## config.mk

```make
export PLATFORM = sky130hd
export DESIGN_NAME = cdf_equalize_map
export DESIGN_NICKNAME = d
export VERILOG_FILES = /design/src/rtl/eq_pkg.sv /design/src/rtl/eq_divider.sv /design/src/rtl/cdf_equalize_map.sv
export SDC_FILE = /design/constraint.sdc
export NUM_CORES = 1
export LEC_CHECK = 0
export BUFFER_PORTS_ARGS = -buffer_cell sky130_fd_sc_hd__buf_2
export CAP_MARGIN = 20
export CORE_ASPECT_RATIO = 1.75
export CORE_UTILIZATION = 52
export DETAILED_ROUTE_END_ITERATION = 10
export PLACE_DENSITY = 0.8
export SYNTH_ARGS = -nofsm -noshare
export SYNTH_HDL_FRONTEND = slang
export SYNTH_HIERARCHICAL = 1
export SYNTH_SLANG_ARGS = --single-unit
```

## constraint.sdc

```tcl
create_clock -name clock -period 19 [get_ports clock]
set_input_delay 1.9 -clock clock [delete_from_list [all_inputs] [get_ports clock]]
set_output_delay 1.9 -clock clock [all_outputs]
set_load 0.01 [all_outputs]
```

## src/rtl/eq_pkg.sv

```systemverilog
// Shared constants and state encoding for the histogram-equalization LUT builder.
package eq_pkg;

  localparam int unsigned NUM_BINS          = 256;
  localparam int unsigned BINS_PER_CDF_WORD = 4;
  localparam int unsigned BINS_PER_LUT_WORD = 16;
  localparam int unsigned CDF_LANE_W        = 32;
  localparam int unsigned CDF_VAL_W         = 20;
  localparam int unsigned LUT_VAL_W         = 8;
  localparam int unsigned LUT_MAX           = 255;
  localparam int unsigned ADDR_W            = 16;

  localparam int unsigned CDF_WORD_W = BINS_PER_CDF_WORD * CDF_LANE_W;
  localparam int unsigned LUT_WORD_W = BINS_PER_LUT_WORD * LUT_VAL_W;
  localparam int unsigned BIN_W      = $clog2(NUM_BINS);
  localparam int unsigned LANE_W     = $clog2(BINS_PER_CDF_WORD);
  localparam int unsigned SLOT_W     = $clog2(BINS_PER_LUT_WORD);

  typedef enum logic [2:0] {
    ST_IDLE,
    ST_FETCH,
    ST_WAIT,
    ST_LOAD,
    ST_CALC,
    ST_PACK,
    ST_WRITE,
    ST_DONE
  } eq_state_e;

endpackage

```

## src/rtl/eq_divider.sv

```systemverilog
// Restoring unsigned divider: one quotient bit per cycle, done exactly NUM_W+1 cycles after start.
module eq_divider #(
  parameter int unsigned NUM_W = 29,
  parameter int unsigned DEN_W = 20
) (
  input  logic             clock,
  input  logic             reset_n,
  input  logic             start,
  input  logic [NUM_W-1:0] num,
  input  logic [DEN_W-1:0] den,
  output logic             done,
  output logic [NUM_W-1:0] quotient
);

  localparam int unsigned CNT_W = $clog2(NUM_W + 1);

  logic [DEN_W-1:0] rem;
  logic [DEN_W-1:0] den_r;
  logic [NUM_W-1:0] quo;
  logic [CNT_W-1:0] cnt;
  logic             running;
  logic [DEN_W:0]   rem_sh;
  logic [DEN_W:0]   diff;
  logic             fits;
  logic             unused_diff_msb;

  // Shift in the next dividend bit and trial-subtract the divisor.
  assign rem_sh          = {rem, quo[NUM_W-1]};
  assign diff            = rem_sh - {1'b0, den_r};
  assign fits            = (rem_sh >= {1'b0, den_r});
  assign unused_diff_msb = diff[DEN_W];
  assign quotient        = quo;

  always_ff @(posedge clock) begin
    if (!reset_n) begin
      rem     <= '0;
      den_r   <= '0;
      quo     <= '0;
      cnt     <= '0;
      running <= 1'b0;
      done    <= 1'b0;
    end else begin
      done <= 1'b0;
      if (start) begin
        rem     <= '0;
        den_r   <= den;
        quo     <= num;
        cnt     <= CNT_W'(NUM_W);
        running <= 1'b1;
      end else if (running) begin
        if (cnt != '0) begin
          rem <= fits ? diff[DEN_W-1:0] : rem_sh[DEN_W-1:0];
          quo <= {quo[NUM_W-2:0], fits};
          cnt <= cnt - CNT_W'(1);
        end else begin
          running <= 1'b0;
          done    <= 1'b1;
        end
      end
    end
  end

endmodule

```

## src/rtl/cdf_equalize_map.sv

```systemverilog
// Reads a finished CDF from scratchpad and writes the packed histogram-equalization LUT,
// one bin at a time through a shared sequential divider.
module cdf_equalize_map
  import eq_pkg::*;
#(
  parameter logic [ADDR_W-1:0] CDF_BASE  = 16'h0000,
  parameter logic [ADDR_W-1:0] LUT_BASE  = 16'h0100,
  parameter int unsigned       DIV_WIDTH = 29
) (
  input  logic                  clock,
  input  logic                  reset_n,
  input  logic                  start,
  input  logic                  cdf_valid,
  input  logic [CDF_VAL_W-1:0]  Cdf_Min,
  input  logic [CDF_VAL_W-1:0]  pixel_count,
  output logic [ADDR_W-1:0]     CDF_ReadAddress,
  input  logic [CDF_WORD_W-1:0] CDF_ReadBus,
  output logic [LUT_WORD_W-1:0] LUT_WriteBus,
  output logic [ADDR_W-1:0]     LUT_WriteAddress,
  output logic                  LUT_WriteEnable,
  output logic                  busy,
  output logic                  done
);

  eq_state_e                                    state;
  logic [BIN_W-1:0]                             bin;
  logic [CDF_VAL_W-1:0]                         cdf_min_r;
  logic [CDF_VAL_W-1:0]                         denom_r;
  logic [BINS_PER_CDF_WORD-1:0][CDF_VAL_W-1:0]  cdf_hold;
  logic [LUT_WORD_W-1:0]                        lut_sr;
  logic [LUT_WORD_W-1:0]                        lut_next_c;
  logic [LUT_VAL_W-1:0]                         byte_r;
  logic [LUT_VAL_W-1:0]                         sat_c;
  logic                                         div_start;
  logic                                         div_wait;
  logic                                         div_done;
  logic [DIV_WIDTH-1:0]                         num_c;
  logic [DIV_WIDTH-1:0]                         div_q;
  logic [LANE_W-1:0]                            lane;
  logic [SLOT_W-1:0]                            slot;
  logic [CDF_VAL_W-1:0]                         cur_cdf;
  logic                                         clamp_c;
  logic                                         unused_lane_bits;

  assign lane    = bin[LANE_W-1:0];
  assign slot    = bin[SLOT_W-1:0];
  assign cur_cdf = cdf_hold[lane];

  // Bins at or below cdf_min, or a single-valued image, map straight to 0.
  assign clamp_c = (cur_cdf <= cdf_min_r) || (denom_r == '0);
  assign num_c   = DIV_WIDTH'(CDF_VAL_W'(cur_cdf - cdf_min_r)) * DIV_WIDTH'(LUT_MAX)
                 + DIV_WIDTH'(denom_r >> 1);
  assign sat_c   = (div_q > DIV_WIDTH'(LUT_MAX)) ? LUT_VAL_W'(LUT_MAX)
                                                 : div_q[LUT_VAL_W-1:0];

  always_comb begin
    lut_next_c = lut_sr;
    lut_next_c[slot*LUT_VAL_W +: LUT_VAL_W] = byte_r;
  end

  // Upper 12 bits of each CDF lane carry no information.
  always_comb begin
    unused_lane_bits = 1'b0;
    for (int j = 0; j < BINS_PER_CDF_WORD; j++) begin
      unused_lane_bits = unused_lane_bits
                       ^ (^CDF_ReadBus[j*CDF_LANE_W+CDF_VAL_W +: CDF_LANE_W-CDF_VAL_W]);
    end
  end

  eq_divider #(
    .NUM_W (DIV_WIDTH),
    .DEN_W (CDF_VAL_W)
  ) u_div (
    .clock    (clock),
    .reset_n  (reset_n),
    .start    (div_start),
    .num      (num_c),
    .den      (denom_r),
    .done     (div_done),
    .quotient (div_q)
  );

  always_ff @(posedge clock) begin
    if (!reset_n) begin
      state            <= ST_IDLE;
      bin              <= '0;
      cdf_min_r        <= '0;
      denom_r          <= '0;
      cdf_hold         <= '0;
      lut_sr           <= '0;
      byte_r           <= '0;
      div_start        <= 1'b0;
      div_wait         <= 1'b0;
      CDF_ReadAddress  <= '0;
      LUT_WriteBus     <= '0;
      LUT_WriteAddress <= '0;
      LUT_WriteEnable  <= 1'b0;
      busy             <= 1'b0;
      done             <= 1'b0;
    end else begin
      LUT_WriteEnable <= 1'b0;
      done            <= 1'b0;
      div_start       <= 1'b0;
      case (state)
        ST_IDLE: begin
          if (start && cdf_valid) begin
            cdf_min_r <= Cdf_Min;
            denom_r   <= pixel_count - Cdf_Min;
            bin       <= '0;
            lut_sr    <= '0;
            busy      <= 1'b1;
            state     <= ST_FETCH;
          end
        end
        ST_FETCH: begin
          CDF_ReadAddress <= CDF_BASE + ADDR_W'(bin[BIN_W-1:LANE_W]);
          state           <= ST_WAIT;
        end
        ST_WAIT: state <= ST_LOAD;
        ST_LOAD: begin
          for (int j = 0; j < BINS_PER_CDF_WORD; j++) begin
            cdf_hold[j] <= CDF_ReadBus[j*CDF_LANE_W +: CDF_VAL_W];
          end
          state <= ST_CALC;
        end
        ST_CALC: begin
          if (clamp_c) begin
            byte_r <= '0;
            state  <= ST_PACK;
          end else if (!div_wait) begin
            div_start <= 1'b1;
            div_wait  <= 1'b1;
          end else if (div_done) begin
            div_wait <= 1'b0;
            byte_r   <= sat_c;
            state    <= ST_PACK;
          end
        end
        ST_PACK: begin
          lut_sr <= lut_next_c;
          if (slot == SLOT_W'(BINS_PER_LUT_WORD - 1)) begin
            LUT_WriteEnable  <= 1'b1;
            LUT_WriteBus     <= lut_next_c;
            LUT_WriteAddress <= LUT_BASE + ADDR_W'(bin[BIN_W-1:SLOT_W]);
            state            <= ST_WRITE;
          end else begin
            bin   <= bin + BIN_W'(1);
            state <= (lane == LANE_W'(BINS_PER_CDF_WORD - 1)) ? ST_FETCH : ST_CALC;
          end
        end
        ST_WRITE: begin
          if (bin == BIN_W'(NUM_BINS - 1)) begin
            done  <= 1'b1;
            busy  <= 1'b0;
            state <= ST_DONE;
          end else begin
            bin   <= bin + BIN_W'(1);
            state <= ST_FETCH;
          end
        end
        ST_DONE: state <= ST_IDLE;
        default: state <= ST_IDLE;
      endcase
    end
  end

endmodule
```

==> results_dict.tcl, run 1 <==
set metrics [dict create \
    first_global_vias 23140 \
    routed_wl_um 76690 \
    antenna_found_initial 11 \
    synth_seq_cells 487 \
    start_util 0.5260 \
    worst_slew_pin_slew_ns 1.024 \
    fmax_mhz 114.5 \
    slowest_stage "fa_1" \
    core_um2 52220 \
    synth_area_leader_cell "dfxtp_1" \
    cts_hold_buffers 0 \
    avgSynthCellArea_um2 8.380 \
    port_buffers 265 \
    cts.sinks 487 \
    min_period_ns 8.734 \
    insertion_delay_ns 0.59 \
    grt_pass1_wl_um 121100 \
    io_pins 335 \
    dp_hpwl_um 56200 \
    initialDrtViolationCount 1634 \
    hold-worst-slack_ns 0.4537 \
    final.setup.tns_ns 0 \
    cap_violations 0 \
    nNetsFinal 3813 \
    min_path_type "reg -> reg" \
    required_ns 19.52 \
    crit_path_start_kind "register" \
    outcome "finished, final reports clean" \
    yosysMostFrequentCell "dfxtp_1" \
    path_clk_slew_ns 0.07 \
    ys_warn_count 6 \
    wl_per_cell_um 18.56 \
    synth_area_um2 27470 \
    cts-resized-gates 0 \
    r2r_cells 28 \
    netlist_top_cells_area "dfxtp_1 (35%), fa_1 (7.4%), nor2_1 (5.7%)" \
    grt_max_degree 216 \
    yosys.area.top_type_share 0.3549 \
    relSlewSlack 0.3172 \
    first_pass_iters 6 \
    clockRootBuffer "clkbuf_16" \
    post-cts-setup-buffers 0 \
    finalMaxSlewViolations 0 \
    vias_per_cell 5.784 \
    fillers 4752 \
    synthDistinctLibCells 85 \
    crit_end "u_div/quotient[28]" \
    synth-edff-count 0 \
    die_height_um 306.0 \
    num_vias 23910 \
    slowest_delay_ns 0.66 \
    htree_num_levels 2 \
    fp.dieArea_um2 53780 \
    drc_errors 0 \
    grt_overflow 0 \
    r2r_end "u_div/quotient[28]" \
    synthTopCellsByCount "dfxtp_1 (487), nor2_1 (420), nand2_1 (394), inv_1 (257), a21oi_1 (251)" \
    r2r_slack_ns 10.27 \
    r2r_start "bin[0]" \
    die_w_um 175.7 \
    gp_congestion 0.9328 \
    cts_made_buffers 45 \
    synthArstFlopShare 0 \
    clock_path_buffers 3 \
    drive_above_1_share 0.1272 \
    skew_ns 0.01875 \
    crit_type "reg -> reg" \
    track_usage 0.2835 \
    finalSetupViolCount 0 \
    crit_family "adder cells" \
    cp.arrival_ns 9.25 \
    ys_seq_area_frac 0.3549 \
    synthCells 3278 \
    critPathBufInv 5 \
    cts_tree "done" \
    synth_ff_type "dfxtp_1" \
    hold_violations 0 \
    crit_path_end_kind "register" \
    row_count 111 \
    cp_num_cells 28 \
    critical_path_peak_fanout 24 \
    fin_util 0.5854 \
    postRouteAntennaNets 0 \
    min_period_over_period 0.4597 \
    rsz0062_at_grt "false" \
    startpoint "bin[0]" \
    syn2layout_area_growth_pct 11.28 \
]
==> layout make-up <==
cell class	instances	area [um2]	share of cell area
clock buffer	59	1259	0.04118
tap	678	848.3	0.02775
timing repair buffer	291	1551	0.05076
antenna	5	12.51	0.0004093
multi-input combinational	2335	15870	0.5192
inverter	257	972.2	0.03180
clock inverter	21	301.5	0.009864
sequential	487	9752	0.3190
==> kinds of logic after synthesis <==
kind of cell | share of synthesized area
DFF | 0.3549
buffers and inverters | 0.07119
xor gates and xnor gates | 0.02387
adders and majority gates | 0.1299
other | 0.0001365
muxes | 0.05657
AOI/OAI and AO/OA | 0.1798
and+or+nand+nor | 0.1836
==> worst min path at each step <==
stage | depth (start not counted) | to | slack, ns | start
floorplan | 2 | cdf_hold[40] | 0.43 | cdf_hold[40]
global placement | 2 | cdf_hold[69] | 0.44 | cdf_hold[69]
detailed placement | 2 | cdf_hold[48] | 0.45 | cdf_hold[48]
CTS | 2 | cdf_hold[6] | 0.46 | cdf_hold[6]
global route | 2 | cdf_hold[14] | 0.48 | cdf_hold[14]
finish | 2 | cdf_hold[67] | 0.45 | cdf_hold[67]
==> tightest hold or removal path, cell delays in order, from the launching register on <==
cell,delay [ns]
dfxtp_1,0.31
nand2_1,0.05
a21oi_1,0.05
==> placed cells by master, fill, tap and decap left out, types with 8 or more instances in the layout <==
cell,instances
nor4_1,12
a211oi_1,136
xnor2_1,48
nor2_1,417
nand2b_1,22
a32oi_1,9
buf_2,266
buf_4,22
clkbuf_16,45
mux2i_1,108
and3_1,21
fa_1,102
clkbuf_8,8
o21bai_1,9
o21ai_1,15
nand3_1,41
dfxtp_1,485
nor3_1,90
a21oi_1,251
mux4_2,20
a31oi_1,20
and2_1,15
conb_1,21
a21o_1,32
clkinv_2,8
nand2_1,393
a311oi_1,11
xor2_1,25
or3_1,13
a22oi_1,112
nor2b_1,65
o21ai_0,52
inv_1,256
nand4_1,13
o21a_1,21
ha_1,122
==> sequential cells by signal (all words and copies together), names as in the netlist, 3 cells and up <==
register          flops
u_div/quotient       29
LUT_WriteAddress      5
CDF_ReadAddress       6
u_div/den_r          20
state                 3
byte_r                8
cdf_hold             80
LUT_WriteBus        128
u_div/cnt             5
bin                   8
lut_sr              128
denom_r              20
cdf_min_r            20
u_div/rem            20
==> routing by layer <==
layer,up-vias,part of all wire,track usage
met4,12,0.063,0.1689
met1,11360,0.36,0.3053
met5,-,0.0011,0
li1,11470,-,-
met2,810,0.51,0.5131
met3,249,0.060,0.04812
==> stage by stage <==
stage | worst slack, ns | cells | area, um2
floorplan | 11.01 | 3298 | 27540
global placement | 10.24 | 4045 | 28960
detailed placement | 10.30 | 4045 | 28960
CTS | 10.25 | 4125 | 30520
global route | 9.633 | 4132 | 30570
finish | 10.27 | 4133 | 30570
Power of run 1 is left out: the tool's default activity adds up to more than one toggle a clock period on the data nets, which glitch-free logic cannot reach.
==> inputs of run 2 (changes only) <==
==> constraint.sdc (replaced) <==
create_clock -name clock -period 8.75 [get_ports clock]
set_input_delay 0.875 -clock clock [delete_from_list [all_inputs] [get_ports clock]]
set_output_delay 0.875 -clock clock [all_outputs]
set_load 0.01 [all_outputs]
==> run 2 against run 1 <==
Largest cell class unchanged. Core utilization up 0.16 points. Worst hold slack lost 0.0015 ns. Via count down 0.46%. Flip-flop and latch count is the same. Routed wire length rose by 0.92%. First-iteration DRC count rose by 2.3%. Fmax grew 9.8%. Clock skew rose by 0.0030 ns. Count of clock-buffer cells in the layout rose by 8. Worst setup slack got worse by 9.5 ns.
==> results_dict.tcl, run 2 (synthesis results as in run 1) <==
set metrics [dict create \
    vias_per_cell 5.745 \
    cap_violations 0 \
    final-instance-count-excl-fill 4142 \
    r2r_slack_ns 0.80 \
    crit_family "adder cells" \
    nNetsFinal 3822 \
    relSlewSlack 0.1295 \
    fp.dieArea_um2 53780 \
    clockRootBuffer "clkbuf_16" \
    htree_num_levels 2 \
    r2r_cells 28 \
    skew_ns 0.02177 \
    dp_hpwl_um 56750 \
    min_from "cdf_hold[65]" \
    routed_wl_um 77400 \
    grt_overflow 0 \
    dp.cells 4055 \
    crit_path_end_kind "register" \
    critical_path_peak_fanout 11 \
    post-cts-setup-buffers 0 \
    cts_made_buffers 45 \
    min_path_type "reg -> reg" \
    antenna_found_initial 10 \
    slowest_stage "fa_1" \
    finalSetupViolCount 0 \
    die_w_um 175.7 \
    final.setup.tns_ns 0 \
    cts_tree "done" \
    grt_max_degree 243 \
    drc_errors 0 \
    postRouteAntennaNets 0 \
    track_usage 0.2872 \
    critPathBufInv 5 \
    cts.sinks 487 \
    first_pass_iters 5 \
    cp.arrival_ns 8.47 \
    outcome "finished, final reports clean" \
    finalMaxSlewViolations 0 \
    core_um2 52220 \
    clock_path_buffers 3 \
    r2r_end "u_div/quotient[27]" \
    reg_top3 "LUT_WriteBus: 128 flops, lut_sr: 128 flops, cdf_hold: 80 flops" \
    fmax_mhz 125.8 \
    fillers 4690 \
    insertion_delay_ns 0.58 \
    fin_util 0.5869 \
    hold_depth 2 \
    min_period_ns 7.952 \
    num_vias 23790 \
    syn2layout_area_growth_pct 11.58 \
    crit_type "reg -> reg" \
    slowest_delay_ns 0.60 \
    crit_path_start_kind "register" \
    path_clk_slew_ns 0.07 \
    initialDrtViolationCount 1672 \
    row_count 111 \
    required_ns 9.26 \
    mostFrequentLayoutCell "dfxtp_1" \
    start_util 0.5260 \
    r2r_start "bin[0]" \
    drive_above_1_share 0.1309 \
    die_height_um 306.0 \
    hold_violations 0 \
    gp_congestion 0.9512 \
    rsz0062_at_grt "false" \
    min_period_over_period 0.9088 \
    first_global_vias 23300 \
    grt_pass1_wl_um 122900 \
    wl_per_cell_um 18.69 \
    worst_slew_pin_slew_ns 1.306 \
    mostFrequentLayoutCells "dfxtp_1 (485), nor2_1 (417), nand2_1 (393)" \
    whs_endpoint "cdf_hold[65]" \
    port_buffers 265 \
    io_pins 335 \
]
[run 2: cell count changes in the layout (fill, tap and decap cells not counted), moves of 3 or more]
| cell | previous run | this run |
|---|---|---|
| buf_4 | 22 | 31 |
| bufinv_16 | 6 | 3 |
| clkbuf_8 | 8 | 14 |
| clkinv_2 | 8 | 4 |
| xnor2_1 | 48 | 45 |
| xnor2_2 | 1 | 4 |
[run 2: how the worst max path moves through the flow]
stage	cells after the start	end	from	slack [ns]
CTS	28	u_div/quotient[27]	bin[0]	0.62
finish	28	u_div/quotient[27]	bin[0]	0.80
global placement	27	u_div/quotient[26]	bin[0]	0.69
detailed placement	28	u_div/quotient[27]	bin[0]	0.68
global route	29	u_div/quotient[26]	bin[0]	0.04
floorplan	30	u_div/quotient[26]	bin[0]	0.76
[run 2: cell type report]
class                      count  area, um2  area share
multi-input combinational   2335      15910      0.5191
sequential                   487       9752      0.3182
timing repair buffer         300       1612     0.05258
clock buffer                  67       1349     0.04401
inverter                     257      972.2     0.03172
tap                          678      848.3     0.02768
clock inverter                15      200.2    0.006532
antenna                        3      7.507   0.0002449
[run 2: worst reg2reg max path: cells and delay by family, from the launching register on]
family | cells | cell delay (ns)
flops | 1 | 0.56
compound gates | 10 | 2.01
simple gates | 4 | 0.57
buf+inv | 5 | 0.66
mux | 1 | 0.56
fa+ha+maj | 6 | 2.99
xor+xnor | 2 | 0.54
[run 2: what timing repair did]
item                                    CTS  global route
hold buffers                              0             0
endpoints found under the hold margin     0             0
endpoints found under the setup margin    0             3
gates resized for setup                   0             5
[run 2: stage by stage]
stage	instance area, um2	worst slack (ns)	hold WS, ns
global placement	29040	0.6924	0.4387
CTS	30590	0.6220	0.4551
detailed placement	29040	0.6832	0.4461
finish	30650	0.7983	0.4522
global route	30640	0.03823	0.4730
floorplan	27540	0.7559	0.4331
[run 2: per-layer routing]
layer	GRT usage	share of wire	vias to the layer above
met4	0.1765	0.067	14
met1	0.3101	0.37	11340
li1	-	-	11490
met5	0	0.0010	-
met3	0.05035	0.058	241
met2	0.5150	0.51	716
Power of run 2 is left out for the same reason.
